===== src/rtl/trng_csr_ctrl.sv =====
// TRNG control/status register block: BRAM-style CPU bus decode, entropy-source
// configuration and a timed sampling sequencer that whitens RO bits through an LFSR.
module trng_csr_ctrl #(
   parameter int                    addr_width    = 13,
   parameter int                    lfsr_width    = 12,
   parameter int                    tmw_width     = 12,
   parameter int                    num_ch        = 7,
   parameter logic [lfsr_width-1:0] lfsr_poly_rst = 'hE08
) (
   input  logic                  clk,
   input  logic                  rst,
   input  logic                  en,
   input  logic [3:0]            we,
   input  logic [addr_width-1:0] addr,
   input  logic [31:0]           wrdata,
   input  logic [num_ch-1:0]     ro_i,
   output logic [31:0]           rdata,
   output logic                  irq_o
);

   localparam int idx_w = addr_width - 4;

   localparam logic [idx_w-1:0] reg_ctrl    = 1;
   localparam logic [idx_w-1:0] reg_seed    = 2;
   localparam logic [idx_w-1:0] reg_poly    = 3;
   localparam logic [idx_w-1:0] reg_tmw     = 4;
   localparam logic [idx_w-1:0] reg_tmw_max = 5;
   localparam logic [idx_w-1:0] reg_ro      = 6;
   localparam logic [idx_w-1:0] reg_status  = 7;
   localparam logic [idx_w-1:0] reg_result  = 8;

   typedef enum logic {st_idle, st_run} state_t;

   state_t                state;
   logic                  irq_en;
   logic                  mode;
   logic [4:0]            ch_sel;
   logic [lfsr_width-1:0] seed;
   logic [lfsr_width-1:0] poly;
   logic [lfsr_width-1:0] lfsr;
   logic [lfsr_width-1:0] result;
   logic [tmw_width-1:0]  tmw;
   logic [tmw_width-1:0]  tmw_max;
   logic                  done;
   logic                  err;

   function automatic logic [31:0] byte_merge(input logic [31:0] old_val,
                                              input logic [31:0] new_val,
                                              input logic [3:0]  be);
      logic [31:0] r;
      r = old_val;
      for (int k = 0; k < 4; k++)
         if (be[k]) r[8*k +: 8] = new_val[8*k +: 8];
      return r;
   endfunction

   logic [idx_w-1:0] idx;
   logic             busy;
   logic             wr;
   logic             sel_ctrl, sel_seed, sel_poly, sel_tmw_max, sel_status;
   logic             new_irq_en, new_mode;
   logic [4:0]       new_ch;
   logic             req, req_bad, start;
   logic             err_set, done_set, w1c_done, w1c_err;
   logic             done_nxt, err_nxt, irq_en_nxt;
   logic [31:0]      ro_ext;
   logic             sample_bit;
   logic [lfsr_width-1:0] lfsr_nxt;
   logic [tmw_width-1:0]  tmw_inc;
   logic [31:0]      rd_mux;
   logic             unused_addr_lsbs;

   // The low address nibble only selects bytes inside a 16-byte register slot.
   assign unused_addr_lsbs = ^addr[3:0];

   assign idx         = addr[addr_width-1:4];
   assign busy        = (state == st_run);
   assign wr          = en & (|we);
   assign sel_ctrl    = (idx == reg_ctrl);
   assign sel_seed    = (idx == reg_seed);
   assign sel_poly    = (idx == reg_poly);
   assign sel_tmw_max = (idx == reg_tmw_max);
   assign sel_status  = (idx == reg_status);

   // Start validity is judged against the configuration written in the same access.
   assign new_irq_en = we[0] ? wrdata[1]    : irq_en;
   assign new_mode   = we[0] ? wrdata[2]    : mode;
   assign new_ch     = we[1] ? wrdata[12:8] : ch_sel;

   assign req     = en & we[0] & wrdata[0] & sel_ctrl & ~busy;
   assign req_bad = (tmw_max == '0) | (~new_mode & ({27'd0, new_ch} >= 32'(num_ch)));
   assign start   = req & ~req_bad;

   assign err_set  = (req & req_bad) |
                     (busy & wr & (sel_ctrl | sel_seed | sel_poly | sel_tmw_max));
   assign tmw_inc  = tmw + tmw_width'(1);
   assign done_set = busy & (tmw_inc == tmw_max);
   assign w1c_done = wr & sel_status & we[0] & wrdata[1];
   assign w1c_err  = wr & sel_status & we[0] & wrdata[2];

   assign done_nxt   = done_set | (done & ~w1c_done & ~start);
   assign err_nxt    = err_set | (err & ~w1c_err);
   assign irq_en_nxt = (wr & sel_ctrl & ~busy) ? new_irq_en : irq_en;

   assign ro_ext     = 32'(ro_i);
   assign sample_bit = mode ? ^ro_i : ro_ext[ch_sel];
   assign lfsr_nxt   = {lfsr[lfsr_width-2:0], (^(lfsr & poly)) ^ sample_bit};

   always_comb begin
      // NOTE: default first so every path assigns rd_mux and no latch is inferred.
      rd_mux = '0;
      case (idx)
         reg_ctrl:    rd_mux = {19'd0, ch_sel, 5'd0, mode, irq_en, 1'b0};
         reg_seed:    rd_mux = 32'(seed);
         reg_poly:    rd_mux = 32'(poly);
         reg_tmw:     rd_mux = 32'(tmw);
         reg_tmw_max: rd_mux = 32'(tmw_max);
         reg_ro:      rd_mux = ro_ext;
         reg_status:  rd_mux = {29'd0, err, done, busy};
         reg_result:  rd_mux = 32'(result);
         default:     rd_mux = '0;
      endcase
   end

   // NOTE: sequential state uses non-blocking assignments so every flop samples pre-edge values.
   always_ff @(posedge clk) begin
      if (rst) begin
         state   <= st_idle;
         irq_en  <= 1'b0;
         mode    <= 1'b0;
         ch_sel  <= '0;
         seed    <= '0;
         poly    <= lfsr_poly_rst;
         lfsr    <= '0;
         result  <= '0;
         tmw     <= '0;
         tmw_max <= '0;
         done    <= 1'b0;
         err     <= 1'b0;
         rdata   <= '0;
         irq_o   <= 1'b0;
      end else begin
         done   <= done_nxt;
         err    <= err_nxt;
         irq_en <= irq_en_nxt;
         irq_o  <= done_nxt & irq_en_nxt;
         if (en) rdata <= rd_mux;

         if (wr && !busy) begin
            if (sel_ctrl) begin
               mode   <= new_mode;
               ch_sel <= new_ch;
            end
            if (sel_seed)    seed    <= lfsr_width'(byte_merge(32'(seed), wrdata, we));
            if (sel_poly)    poly    <= lfsr_width'(byte_merge(32'(poly), wrdata, we));
            if (sel_tmw_max) tmw_max <= tmw_width'(byte_merge(32'(tmw_max), wrdata, we));
         end

         case (state)
            st_idle: begin
               if (start) begin
                  lfsr  <= seed;
                  tmw   <= '0;
                  state <= st_run;
               end
            end
            st_run: begin
               lfsr <= lfsr_nxt;
               tmw  <= tmw_inc;
               if (tmw_inc == tmw_max) begin
                  result <= lfsr_nxt;
                  state  <= st_idle;
               end
            end
            default: state <= st_idle;
         endcase
      end
   end

endmodule


===== config.mk =====
export PLATFORM = sky130hd
export DESIGN_NAME = trng_csr_ctrl
export DESIGN_NICKNAME = d
export VERILOG_FILES = /design/src/rtl/trng_csr_ctrl.sv
export SDC_FILE = /design/constraint.sdc
export NUM_CORES = 1
export LEC_CHECK = 0
export CELL_PAD_IN_SITES_DETAIL_PLACEMENT = 0
export CELL_PAD_IN_SITES_GLOBAL_PLACEMENT = 1
export CORE_MARGIN = 1.5
export CORE_UTILIZATION = 42
export CTS_CLUSTER_DIAMETER = 30
export DETAILED_ROUTE_END_ITERATION = 12
export PLACE_DENSITY = 0.88
export SLEW_MARGIN = 20
export SYNTH_ARGS = -nofsm -noshare
export SYNTH_HDL_FRONTEND = slang
export SYNTH_SLANG_ARGS = --single-unit

===== constraint.sdc =====
create_clock -name clk -period 4.4 [get_ports clk]
set_input_delay 0.88 -clock clk [delete_from_list [all_inputs] [get_ports clk]]
set_output_delay 0.88 -clock clk [all_outputs]
set_load 0.02 [all_outputs]

==> Word level (Yosys, flattened, before mapping) <==
Index checks and enable logic that the tools add are counted.
{ "word_totals": {"ff_bits": 115, "latch_bits": 0, "ram_bits": 0, "rom_bits": 0, "input_bits": 59, "out_inout_bits": 33, "elab_cells": 95, "n_memories": 0} }
{ "classes": {"addsub": 1, "mul": 0, "n_div": 0, "magnitude_cmp": 2, "n_eq_ne": 10, "shifts": 0, "muxes": 15, "bitwise": 36, "reduce_logical": 14} }
{ "op_table": {"columns": ["operator", "n"], "rows": [
  ["13-bit one-hot mux with 8 select lines", 1],
  ["12-bit one-hot mux with 2 select lines", 2],
  ["9-bit by 3-bit == test with 1-bit output (second input constant)", 4],
  ["12-bit 2-to-1 mux", 2],
  ["1-bit bitwise AND", 21],
  ["9-bit by 2-bit == test with 1-bit output (second input constant)", 2],
  ["3-bit AND reduction", 6],
  ["12-bit by 1-bit adder with 12-bit output (second input constant)", 1],
  ["12-bit bitwise AND", 1],
  ["12-bit == test", 1],
  ["12-bit logical NOT", 1],
  ["12-bit XOR reduction", 1],
  ["9-bit by 1-bit == test with 1-bit output (second input constant)", 1],
  ["9-bit by 4-bit == test with 1-bit output (second input constant)", 1],
  ["1-bit 2-to-1 mux", 7],
  ["1-bit OR", 7],
  ["7-bit XOR reduction", 1],
  ["5-bit by 6-bit < comparator with 1-bit output (second input constant)", 1],
  ["1-bit NOT", 6],
  ["1-bit binary-select mux with 5-bit select", 1],
  ["5-bit by 3-bit greater-or-equal comparator with 1-bit output (second input constant)", 1],
  ["5-bit 2-to-1 mux", 1],
  ["2-bit AND reduction", 2],
  ["4-bit OR reduction", 1],
  ["5 further kinds", 5]
]} }

==> Depth between registers and ports, before layout <==
{ "logic_depth": {"word_depth": 10, "depth_mapped": 10, "depth_no_buf": 8} }

==> Worst setup path after synthesis <==
No wires, ideal clock.
{ "synth_path": {"kind": "input port to flip-flop", "from": "input addr[10]", "to": "register tmw[9]", "setup_time_ns": 0.125, "t_arrival_ns": 2.622, "slack_ns": 1.652, "stages": 8, "path_buffers": 1, "cell_sequence": "nor4_2 nand4_1 nor4_2 a31oi_1 clkbuf_1 a21o_1 a21oi_1 nor2_1"} }
{ "synth_between": {"elab_chain_len": 5} }
{ "synth_rtl": {"columns": ["item", "line", "text"], "rows": [
  ["start, declared", "14", "input logic [addr_width-1:0] addr,"],
  ["9-bit by 1-bit == test with 1-bit output", "79", "assign sel_ctrl = (idx == reg_ctrl);"],
  ["1-bit bitwise AND (2 in a row)", "90", "assign req = en & we[0] & wrdata[0] & sel_ctrl & ~busy;"],
  ["1-bit bitwise AND", "92", "assign start = req & ~req_bad;"],
  ["2-bit != test (no line)", null, null],
  ["end signal, assigned", "169", "tmw <= tmw_inc;"],
  ["end, declared", "42", "logic [tmw_width-1:0] tmw;"]
]} }
No other way between the ends.
A chain may end at the register's enable or synchronous reset.

==> Worst setup path in the final report <==
{ "layout_path": {"from": "input wrdata[11]", "to": "register lfsr[11]"} }
{ "layout_between": {"elab_chain_len": 7} }
{ "layout_rtl": {"columns": ["item", "line", "text"], "rows": [
  ["start, declared", "15", "input logic [31:0] wrdata,"],
  ["5-bit 2-to-1 mux", "88", "assign new_ch = we[1] ? wrdata[12:8] : ch_sel;"],
  ["5-bit by 3-bit greater-or-equal comparator with 1-bit output", "91", "assign req_bad = (tmw_max == '0) | (~new_mode & ({27'd0, new_ch} >= 32'(num_ch)));"],
  ["1-bit bitwise AND", "91", null],
  ["1-bit OR", "91", null],
  ["1-bit NOT", "92", null],
  ["1-bit bitwise AND", "92", null],
  ["2-bit != test (no line)", null, null],
  ["end signal, assigned", "168", "lfsr <= lfsr_nxt;"],
  ["end, declared", "40", "logic [lfsr_width-1:0] lfsr;"]
]} }
No other way between the ends.

==> results_dict.tcl <==
set metrics [dict create \
    status "complete, no violations" \
    clock-root-buffer "clkbuf_16" \
    rsz0062_at_grt "no" \
    crit_cells 7 \
    cts-resized-gates 0 \
    clkSlewWorstSetupHoldPaths_ns 0.07 \
    hold_viol 0 \
    leakagePower_uw 0.00213 \
    antenna_left 0 \
    cp_max_fo 15 \
    peakVddDrop_v 0.000161 \
    min_period_ns 3.21 \
    ys_seq_elements 96 \
    post_cts_buffers 0 \
    crit_top_cell "mux2i_1" \
    slew_headroom_pct 38.9 \
    clk_latency_ns 0.35 \
    grt_pass1_vias 4681 \
    cp_slowest_stage_delay_ns 0.73 \
    cts_tree "yes" \
    die-area_um2 13500 \
    wire_per_inst_um 18.4 \
    fin_nets 756 \
    core-area_um2 12500 \
    grt_antenna_before_repair 0 \
    cts_inserted_buffers 9 \
    dominantRegCellSynth "dfxtp_1" \
    cp-startpoint "wrdata[11]" \
    mostFrequentLayoutCells "nand2_1, dfxtp_1, nor2_1" \
    syn_inst 670 \
    synthArstFlopShare_pct 0 \
    cpMaxStageDelayCell "and3_1" \
    cap_viol_max_count 0 \
    fmax_mhz 312 \
    tightest_slew_ns 0.917 \
    port_buffers 49 \
    grt_overflow 0 \
    cp_top_family "compound AO/OA/AOI/OAI gates" \
    fp.dieH_um 116 \
    area_delta_synth_final_pct 14.8 \
    reg2reg_slack_ns 1.69 \
    finClkSkew_ns 0.00859 \
    firstDrtPassIters 7 \
    fin_cells 872 \
    gp_congestion 0.932 \
    fin_crit_sh_pct 73.0 \
    cp.required_ns 4.67 \
    crit_type "in -> reg" \
    rows 41 \
    hold_path_depth 2 \
    postLayoutCoreUtil_pct 49.2 \
    drtIter0Drc 453 \
    drive_gt1_share_pct 7.71 \
    grt_use_total_pct 24.9 \
    dpl.hpwl_um 11500 \
    slew_violations 0 \
    rr_startpoint "tmw[0]" \
    io_pins 92 \
    crit_end "lfsr[11]" \
    grt_pass1_wl_um 25400 \
    clock_path_buffers 2 \
    finalSetupViolCount 0 \
    numClockSinks 96 \
    dp.cells 856 \
    finalWirelength_um 16100 \
    synth_seq_area_share_pct 35.8 \
    worstPathArrival_ns 3.48 \
    start_util_pct 42.9 \
    route.detailed.drc 0 \
    hp-class "reg -> reg" \
    r2r_cells 9 \
    die_width_um 116 \
    postSynthAreaPerCell_um2 8.01 \
    hp-start "seed[4]" \
    synth_area_um2 5370 \
    end_kind "flip-flop" \
    synth_edf_count 0 \
    num_vias 5049 \
    cp-start-kind "input port" \
    yosysUniqueCellTypes 66 \
    grt_max_degree 49 \
    path_buf_inv 1 \
    p_per_area_nw_per_um2 288 \
    holdBufCountCts 0 \
    yosys_warnings 0 \
    rr_endpoint "result[7]" \
    fin_tns_setup_ns 0 \
    htree_levels 3 \
    final_common_cell "nand2_1" \
    path_cells "clkdlybuf4s50_1, a311oi_1, mux2i_1, a21oi_1, and3_1, mux2i_1, a211oi_1" \
    diodes 0 \
    via_per_inst 5.79 \
]
[where the power goes]
part | internal, µW | switching (µW) | leakage, µW
clock | 394 | 378 | 0.000139
sequential | 868 | 0.214 | 0.000773
combinational | 49.6 | 81.3 | 0.00121
total | 1310 | 459 | 0.00213
[logic make-up after synthesis]
logic type                 synth area share [%]
and+or+nand+nor                            24.6
AOI/OAI and AO/OA                          16.5
DFF                                        35.8
buffers and inverters                      7.69
muxes                                      9.56
xor gates and xnor gates                   5.32
adders and majority gates                 0.466
other                                    0.0699
[final cells by class]
| cell class | count | area (µm²) |
|---|---|---|
| clock buffers | 9 | 225 |
| well taps | 172 | 215 |
| fillers | 1202 | 6360 |
| clock inverters | 7 | 67.6 |
| multi-input cells | 514 | 3100 |
| repair buffers | 62 | 583 |
| flip-flops and latches | 96 | 1920 |
| inverters | 12 | 45.0 |
[metal layers]
layer  GRT usage, %  routed length (µm)  vias up
met4           12.0                 626        0
li1               -                   -     2372
met1           33.6                6940     2391
met5              0                   0        -
met2           38.5                7220      239
met3           4.55                1270       47
[worst min-delay path by stage]
stage	endpoint	slack, ns
after global placement	rdata[5]	0.46
after global routing	seed[4]	0.50
final	seed[4]	0.47
after floorplan	poly[7]	0.44
after CTS	seed[4]	0.47
after detailed placement	seed[4]	0.46
[stage by stage]
stage                     hold slack, ns  cell area, µm²  setup slack [ns]  power, µW
after floorplan                    0.442            5430              1.65        972
after global placement             0.457            5860             0.963       1020
after detailed placement           0.462            5860             0.881       1020
after CTS                          0.472            6160              1.25       1780
after global routing               0.503            6160              1.01       1820
final                              0.470            6160              1.19       1770
[Yosys cell counts (2+ instances only)]
master,number,area (µm²)
a32oi_1,4,35.0
o211a_1,2,20.0
or3_1,4,25.0
buf_6,2,22.5
buf_4,19,143
a221oi_1,5,43.8
nor4_1,5,31.3
clkbuf_1,36,135
nand2_1,110,413
inv_1,12,45.0
nor2b_1,5,31.3
dfxtp_1,96,1920
buf_2,2,10.0
a211oi_1,4,30.0
nor3_1,10,50.1
a22oi_1,7,52.6
and2_1,3,18.8
a311oi_1,4,35.0
a21o_1,4,30.0
nor4_2,3,37.5
nand2b_1,4,25.0
xnor2_1,25,219
a22o_1,2,17.5
and3_1,11,68.8
buf_1,3,11.3
mux2i_1,40,400
a21oi_1,58,290
mux2_2,8,90.1
nand3b_1,12,90.1
o21ai_0,19,95.1
a31oi_1,17,106
or4_1,2,15.0
nor2_1,69,259
clkbuf_8,2,27.5
nand3_1,18,90.1
xor2_1,5,43.8
nand4_1,5,31.3
ha_1,2,25.0
a222oi_1,4,40.0
[flip-flops by register name, indices dropped and copies added, names as in the netlist]
name,cells
err,1
seed,12
poly,12
done,1
tmw,12
mode,1
irq_o,1
rdata,13
ch_sel,5
result,12
busy,1
irq_en,1
tmw_max,12
lfsr,12
[tightest hold or removal path, cell delays in order, from the launching register on]
cell and delay, ns:
dfxtp_1 0.32, nand2_1 0.06, a21oi_1 0.05
Power figures use the tool's default switching activity.
